**config.mk**
```make
export PLATFORM = sky130hd
export DESIGN_NAME = cla_serial_addsub
export DESIGN_NICKNAME = d
export VERILOG_FILES = /design/src/rtl/cla_pkg.sv /design/src/rtl/cla4_slice.sv /design/src/rtl/cla_serial_addsub.sv
export SDC_FILE = /design/constraint.sdc
export NUM_CORES = 1
export LEC_CHECK = 0
export ABC_AREA = 1
export CORE_ASPECT_RATIO = 0.6
export CORE_MARGIN = 1
export CORE_UTILIZATION = 30
export CTS_BUF_LIST = sky130_fd_sc_hd__clkbuf_4 sky130_fd_sc_hd__clkbuf_8
export CTS_CLUSTER_SIZE = 24
export DETAILED_ROUTE_END_ITERATION = 16
export PLACE_DENSITY_LB_ADDON = 0.25
export SLEW_MARGIN = 30
export SYNTH_ARGS = -nofsm -noshare
export SYNTH_HDL_FRONTEND = slang
export SYNTH_SLANG_ARGS = --single-unit
```
**constraint.sdc**
```tcl
create_clock -name clk -period 3 [get_ports clk]
set_input_delay 0.9 -clock clk [delete_from_list [all_inputs] [get_ports clk]]
set_output_delay 0.9 -clock clk [all_outputs]
set_load 0.01 [all_outputs]
```
**src/rtl/cla_pkg.sv**
```systemverilog
// Shared types and constants for the nibble-serial lookahead adder/subtractor.
package cla_pkg;

  typedef enum logic [1:0] {
    IDLE = 2'd0,
    RUN  = 2'd1,
    DONE = 2'd2
  } state_e;

  localparam int unsigned NIB_BITS = 4;

  // Counter width for n nibbles; never narrower than one bit.
  function automatic int unsigned clog2(input int unsigned n);
    if (n <= 32'd1) return 32'd1;
    return 32'($clog2(n));
  endfunction

endpackage

```
**src/rtl/cla4_slice.sv**
```systemverilog
// Purely combinational 4-bit carry-lookahead slice with flattened carry equations.
module cla4_slice (
  input  logic [3:0] a_i,
  input  logic [3:0] b_i,
  input  logic       cin_i,
  output logic [3:0] s_o,
  output logic       cout_o
);

  logic [3:0] p;
  logic [3:0] g;
  logic       c1, c2, c3;

  assign p = a_i ^ b_i;
  assign g = a_i & b_i;

  assign c1 = g[0] | (p[0] & cin_i);
  assign c2 = g[1] | (p[1] & g[0]) | (p[1] & p[0] & cin_i);
  assign c3 = g[2] | (p[2] & g[1]) | (p[2] & p[1] & g[0])
            | (p[2] & p[1] & p[0] & cin_i);
  assign cout_o = g[3] | (p[3] & g[2]) | (p[3] & p[2] & g[1])
                | (p[3] & p[2] & p[1] & g[0])
                | (p[3] & p[2] & p[1] & p[0] & cin_i);

  assign s_o = p ^ {c3, c2, c1, cin_i};

endmodule

```
**src/rtl/cla_serial_addsub.sv**
```systemverilog
// Multi-cycle add/subtract: one lookahead nibble per cycle, LSB first, carry registered
// between nibbles, with valid/ready handshakes on both the operand and result sides.
module cla_serial_addsub
  import cla_pkg::*;
#(
  parameter int unsigned WIDTH = 16
) (
  input  logic             clk,
  input  logic             rst,
  input  logic             in_valid,
  output logic             in_ready,
  input  logic [WIDTH-1:0] a,
  input  logic [WIDTH-1:0] b,
  input  logic             sub,
  output logic             out_valid,
  input  logic             out_ready,
  output logic [WIDTH-1:0] result,
  output logic             carry_out,
  output logic             overflow
);

  localparam int unsigned NIB = WIDTH / NIB_BITS;
  localparam int unsigned CW  = clog2(NIB);
  localparam int unsigned IW  = CW + 2;

  state_e             state_q, state_d;
  logic [CW-1:0]      cnt_q;
  logic [WIDTH-1:0]   a_q, b_q;
  logic               carry_q;
  logic [WIDTH-1:0]   result_q;
  logic               carry_out_q;
  logic               overflow_q;

  logic               accept;
  logic               last_nib;
  logic [IW-1:0]      bit_idx;
  logic [NIB_BITS-1:0] sum_nib;
  logic               slice_cout;

  assign accept   = in_valid & in_ready;
  assign last_nib = (cnt_q == CW'(NIB - 1));
  assign bit_idx  = {cnt_q, 2'b00};

  // Single slice shared across all nibbles, indexed by the counter.
  cla4_slice u_slice (
    .a_i    (a_q[bit_idx +: NIB_BITS]),
    .b_i    (b_q[bit_idx +: NIB_BITS]),
    .cin_i  (carry_q),
    .s_o    (sum_nib),
    .cout_o (slice_cout)
  );

  always_ff @(posedge clk) begin
    if (rst) state_q <= IDLE;
    else     state_q <= state_d;
  end

  always_comb begin
    state_d = state_q;
    unique case (state_q)
      IDLE:    if (in_valid)  state_d = RUN;
      RUN:     if (last_nib)  state_d = DONE;
      DONE:    if (out_ready) state_d = IDLE;
      default:                state_d = IDLE;
    endcase
  end

  always_comb begin
    in_ready  = (state_q == IDLE) & ~rst;
    out_valid = (state_q == DONE);
    result    = result_q;
    carry_out = carry_out_q;
    overflow  = overflow_q;
  end

  // Subtraction is a + ~b + 1: B is inverted on capture and the carry seeded with sub.
  always_ff @(posedge clk) begin
    if (rst) begin
      cnt_q       <= '0;
      a_q         <= '0;
      b_q         <= '0;
      carry_q     <= 1'b0;
      result_q    <= '0;
      carry_out_q <= 1'b0;
      overflow_q  <= 1'b0;
    end else if (accept) begin
      a_q     <= a;
      b_q     <= sub ? ~b : b;
      carry_q <= sub;
      cnt_q   <= '0;
    end else if (state_q == RUN) begin
      result_q[bit_idx +: NIB_BITS] <= sum_nib;
      carry_q <= slice_cout;
      if (last_nib) begin
        carry_out_q <= slice_cout;
        overflow_q  <= (a_q[WIDTH-1] == b_q[WIDTH-1]) &
                       (sum_nib[NIB_BITS-1] != a_q[WIDTH-1]);
      end else begin
        cnt_q <= cnt_q + CW'(1);
      end
    end
  end

endmodule
```
After elaboration in Yosys (flattened, before gate mapping)
Index checks and enable logic that the tools add are counted.

Shift-type cells: 4. Add/sub/neg operators: 2. Eq/ne operators: 8. Multiplexer cells: 8. Reduce and logical (&&, ||, !) cells: 7. Bitwise operators: 36.

Operators with widths (count): variable part select 16 x 5 -> 4 bit (2); AND 1 bit (19); bitwise mux 16 bit (1); two-way mux 16 bit (1); inverter 16 bit (1); variable shift 4 x 6 -> 16 bit (first input constant) (1); variable part select 4 x 6 -> 16 bit (1); bitwise OR 1 bit (10); XOR 4 bit (2); two-way mux 2 bit (3); negator 4 -> 6 bit (1); one-hot mux 2 bit (3 select lines) (1); AND reduction 3 bit (2); AND 4 bit (1); == test 2 bit (second input constant) (2); inequality test 2 bit (second input constant) (2); AND reduction 2 bit (2); inverter 1 bit (3); adder 2 x 1 -> 2 bit (second input constant) (1); == test 2 x 1 -> 1 bit (second input constant) (1); logical NOT 2 bit (1); two-way mux 1 bit (2); inequality test 2 x 1 -> 1 bit (second input constant) (1); nonzero test 2 bit (1); other kinds (3) (3).

Flip-flop bits (word level): 55. Word-level logic and storage cells: 73. Output and inout bits: 20. Bits of input ports: 37.

Logic depth before layout (Yosys ltp)
Depth in word-level cells: 9. Depth in mapped cells: 16. Mapped depth without buffers: 15.

By module
A second synthesis with hierarchy kept.

Cells, all modules: 366. Area total of the unflattened synthesis: 2703.8 sq um.

Modules (own cells, without submodules): cla_serial_addsub (area an instance 2514.9 sq um, seq. area each 1101.1 sq um, instances 1, cells each 335); cla4_slice (area an instance 188.9 sq um, seq. area each 0.0 sq um, instances 1, cells each 31).

Worst setup path before layout
OpenSTA, ideal clock, no wires.

Path kind: reg-to-reg. From: register cnt_q[0]. To: register result_q[15], in the netlist result[15]. Clock period less this slack: 2.187 ns. Setup slack: 0.813 ns. Stages on the path, launching flop included: 14. Library setup time: 0.070 ns. Path buffers: 1. Arrival time: 2.116 ns. Required time: 2.930 ns. Path through: dfxtp_1 > inv_1 > clkbuf_1 > nor2_1 > o22ai_1 > ha_1 > or2_0 > nand2_1 > nand2_1 > nand2_1 > nand2_1 > nor2_2 > nand3_1 > a21oi_1.

Word-level cells in the longest chain between the ends: 9. Elaborated cells between the ends (all ways): 24. Those cells by class: add/sub (1); shift (4); mux (1); bitwise (18).

RTL lines: start: declaration (line cla_serial_addsub.sv:27) `logic [CW-1:0] cnt_q;`; start signal: assignment (line cla_serial_addsub.sv:99) `cnt_q <= cnt_q + CW'(1);`; variable part select 16 x 5 -> 4 bit, on equally long branches (line cla_serial_addsub.sv:46, cla_serial_addsub.sv:47); XOR 4 bit / AND 4 bit (equally long branches) (line cla4_slice.sv:14, cla4_slice.sv:15); AND 1 bit, on equally long branches (line cla4_slice.sv:19, cla4_slice.sv:20); bitwise OR 1 bit, or another cell as far along (line cla4_slice.sv:19) `assign c3 = g[2] | (p[2] & g[1]) | (p[2] & p[1] & g[0])`; bitwise OR 1 bit / AND 1 bit (equally long branches) (line cla4_slice.sv:19, cla4_slice.sv:20); bitwise OR 1 bit (line cla4_slice.sv:20) `| (p[2] & p[1] & p[0] & cin_i);`; XOR 4 bit (line cla4_slice.sv:25) `assign s_o = p ^ {c3, c2, c1, cin_i};`; variable part select 4 x 6 -> 16 bit (line cla_serial_addsub.sv:92) `result_q[bit_idx +: NIB_BITS] <= sum_nib;`; bitwise mux 16 bit * (line cla_serial_addsub.sv:92); end signal: indexed assignment (line cla_serial_addsub.sv:92); end: declaration (line cla_serial_addsub.sv:30) `logic [WIDTH-1:0] result_q;`.

Every way passes the cells marked *; elsewhere a longest branch is shown, timed or not. A chain may end at the register's enable or synchronous reset.

Worst setup path after layout
From: input port rst. To: output port in_ready.

Word-level cells in the longest chain between the ends: 2.

RTL lines: start: declaration (line cla_serial_addsub.sv:9) `input logic rst,`; inverter 1 bit (line cla_serial_addsub.sv:69) `in_ready = (state_q == IDLE) & ~rst;`; AND 1 bit (line cla_serial_addsub.sv:69); end: declaration (line cla_serial_addsub.sv:11) `output logic in_ready,`.

Every way passes these cells.

==> results.sh <==
export IMPL_grt_max_degree=38
export IMPL_power_frac_comb=0.224
export IMPL_syn_inst=340
export IMPL_p_seq_frac=0.476
export IMPL_tns_ns=0
export IMPL_startpoint="rst"
export IMPL_drc=0
export IMPL_ir_worst_vdd_v=0.000256
export IMPL_worst_r2r_endpoint="result[15]"
export IMPL_wl_per_cell_microns=12.3
export IMPL_initial_utilization=0.320
export IMPL_dr_pass1_iters=4
export IMPL_synthTopCellsByArea="dfxtp_1, nand2_1, nand3_1"
export IMPL_drv_slew=0
export IMPL_seq_area_frac_synth=0.422
export IMPL_synth_edf_count=0
export IMPL_clock_root_buffer="clkbuf_8"
export IMPL_worstSetupEndpoint="in_ready"
export IMPL_critPathRequiredTime_ns=2.10
export IMPL_fin_area_sq_um=3410
export IMPL_rrSetupSlack_ns=0.59
export IMPL_die_w_microns=122
export IMPL_leakage_uw=0.00138
export IMPL_avgViaCountPerCell=4.62
export IMPL_wirelength_microns=6170
export IMPL_grt_antenna_before_repair=0
export IMPL_worstRegToRegCells=12
export IMPL_p_sw_frac=0.287
export IMPL_worstSetupPathType="input pin to output port"
export IMPL_fin_nets=442
export IMPL_htreeDepth=2
export IMPL_grt_pass1_vias=2166
export IMPL_async_reset_ff_frac=0
export IMPL_drive_above_1_share=0.0609
export IMPL_synth_distinct_cells=30
export IMPL_cts_tree="yes"
export IMPL_antenna_diode_count=0
export IMPL_fin_crit_sh=0.857
export IMPL_cts_setup_buffers=0
export IMPL_rsz0062_at_grt="false"
export IMPL_synth_area_sq_um=2610
export IMPL_finalCriticalPeriod_ns=2.57
export IMPL_rows=25
export IMPL_synth_top_area_cell="dfxtp_1"
export IMPL_syn_mean_instance_area_sq_um=7.67
export IMPL_r2r_start="cnt_q[1]"
export IMPL_yosys_warnings=0
export IMPL_ant_nets=0
export IMPL_p_sw_uw=488
export IMPL_relSlewSlack=0.713
export IMPL_dp_hpwl_microns=4560
export IMPL_syn_nets=389
export IMPL_grtUsageTotal=0.147
export IMPL_ios=57
export IMPL_max_freq_mhz=389
export IMPL_placed_cell_area_sq_um=3290
export IMPL_start_kind="input pin"
export IMPL_hp_class="register to register"
export IMPL_cp_max_fo=2
export IMPL_cts_sinks=55
export IMPL_die_area_sq_um=9080
export IMPL_grt_pass1_wl_microns=10500
export IMPL_ys_ff_latch=55
export IMPL_numCtsBuffers=5
export IMPL_internal_power_uw=1210
export IMPL_overflow=0
export IMPL_end_kind="output port"
export IMPL_cap_viol_max_count=0
export IMPL_cp_arrival_ns=1.67
export IMPL_hold_viol_final=0
export IMPL_area_growth_pct=31.0
export IMPL_drtIter0Drc=118
export IMPL_core_area_sq_um=8130
export IMPL_clock_latency_ns=0.30
export IMPL_synth_top_cell_area_share=0.422
export IMPL_synth_flop_cell="dfxtp_1"
export IMPL_die_h_microns=74.2
export IMPL_skew_ns=0.00408
export IMPL_p_per_area_nw_per_um2=498
export IMPL_num_vias=2319
export IMPL_setup_violations=0
export IMPL_status="finished clean"
export IMPL_cts_max_path_buffers=2
export IMPL_port_buffers=56
export IMPL_p_clk_frac=0.301
export IMPL_tightest_slew_ns=0.430
export IMPL_path_clk_slew_ns=0.09
export IMPL_gp_congestion=0.775
-- cell families (layout without fill, tap and decap cells) --
kind of cell             Yosys count  in the layout  share of synthesized area
AO/OA/AOI/OAI                     66             66                      0.136
XOR/XNOR                          18             18                     0.0605
adder cells (fa/ha/maj)           12             12                     0.0605
buffers and inverters             35             89                     0.0557
flip-flops                        55             55                      0.422
AND/OR/NAND/NOR                  154            154                      0.265
-- synth_stat cells, types with 5 or more instances --
cell and instances:
clkbuf_1 10, dfxtp_1 55, buf_2 5, nor2_1 26, o22ai_1 8, nand2_1 76, ha_1 11, inv_1 15
nand3_1 41, o21ai_0 35, xnor2_1 16, a21oi_1 17
-- power groups by stage --
stage	sequential [uW]	clock [uW]	combinational, uW
after detailed placement	825	0	382
after global placement	824	0	377
after global routing	816	561	425
after floorplan	822	0	239
after CTS	809	518	384
final	808	511	380
-- how the worst min path moves through the flow --
stage,from,end,slack [ns],cells after the start
4_1_cts,a_q[7],a_q[7],0.47,2
3_5_place_dp,a_q[7],a_q[7],0.46,2
2_1_floorplan,a_q[10],a_q[10],0.44,2
3_3_place_gp,a_q[5],a_q[5],0.45,2
5_1_grt,result[15],result[15],0.49,2
6_report,a_q[6],a_q[6],0.47,2
-- metal layers --
layer  part of all wire  track usage  wire, microns  up-vias
met3              0.055       0.0353            342        2
met2               0.40        0.214           2450       51
li1                   -            -              -     1236
met5                  0            0              0        -
met4             0.0037       0.0244             23        0
met1               0.54        0.220           3360     1030
-- placed cells by master, fill, tap and decap left out, drive strengths merged --
cell type      instances
clkdlybuf4s50         55
inv                   16
o21a                   1
fa                     1
a22oi                  3
or2                    1
a21oi                 17
xnor2                 16
nor3                   2
dfxtp                 55
nand4                  3
bufinv                 1
nor2                  29
nand2                 77
clkbuf                 6
clkinv                 2
ha                    11
a31oi                  1
o21bai                 1
xor2                   2
o21ai                 35
nor4                   1
o22ai                  8
buf                    8
nand3                 41
dlymetal6s2s           1
-- registers in the layout (all words and copies together) (netlist names) --
signal and count:
result 16, b_q 16, overflow 1, carry_q 1
a_q 16, state_q 2, carry_out 1, cnt_q 2
-- timing repair --
item,4_1_cts,5_1_grt
resized for setup,0,1
hold buffers,0,0
hold endpoints to repair,0,0
endpoints found under the setup margin,0,1
-- stage by stage --
step	setup WS, ns	hold slack, ns	std cells	utilization	total power (uW)
after global placement	0.0754	0.451	494	0.405	1200
final	0.430	0.469	502	0.420	1700
after CTS	0.0325	0.471	502	0.419	1710
after detailed placement	0.0363	0.457	494	0.405	1210
after global routing	0.361	0.492	502	0.420	1800
after floorplan	0.813	0.440	340	-	1060
-- worst max-delay path, cell delays in order --
cell and delay [ns]:
clkdlybuf4s50_1 0.45, nor3_2 0.14, dlymetal6s2s_1 0.18
-- area by class of cell --
class / count / area [sq um]
multi-input cells: 250 / 1360
well taps: 108 / 135
inverters: 17 / 63.8
clock buffers: 6 / 82.6
flip-flops and latches: 55 / 1100
clock inverters: 2 / 35.0
repair buffers: 64 / 636
fillers: 866 / 4720
No activity file was read; power rests on OpenSTA's default activity.
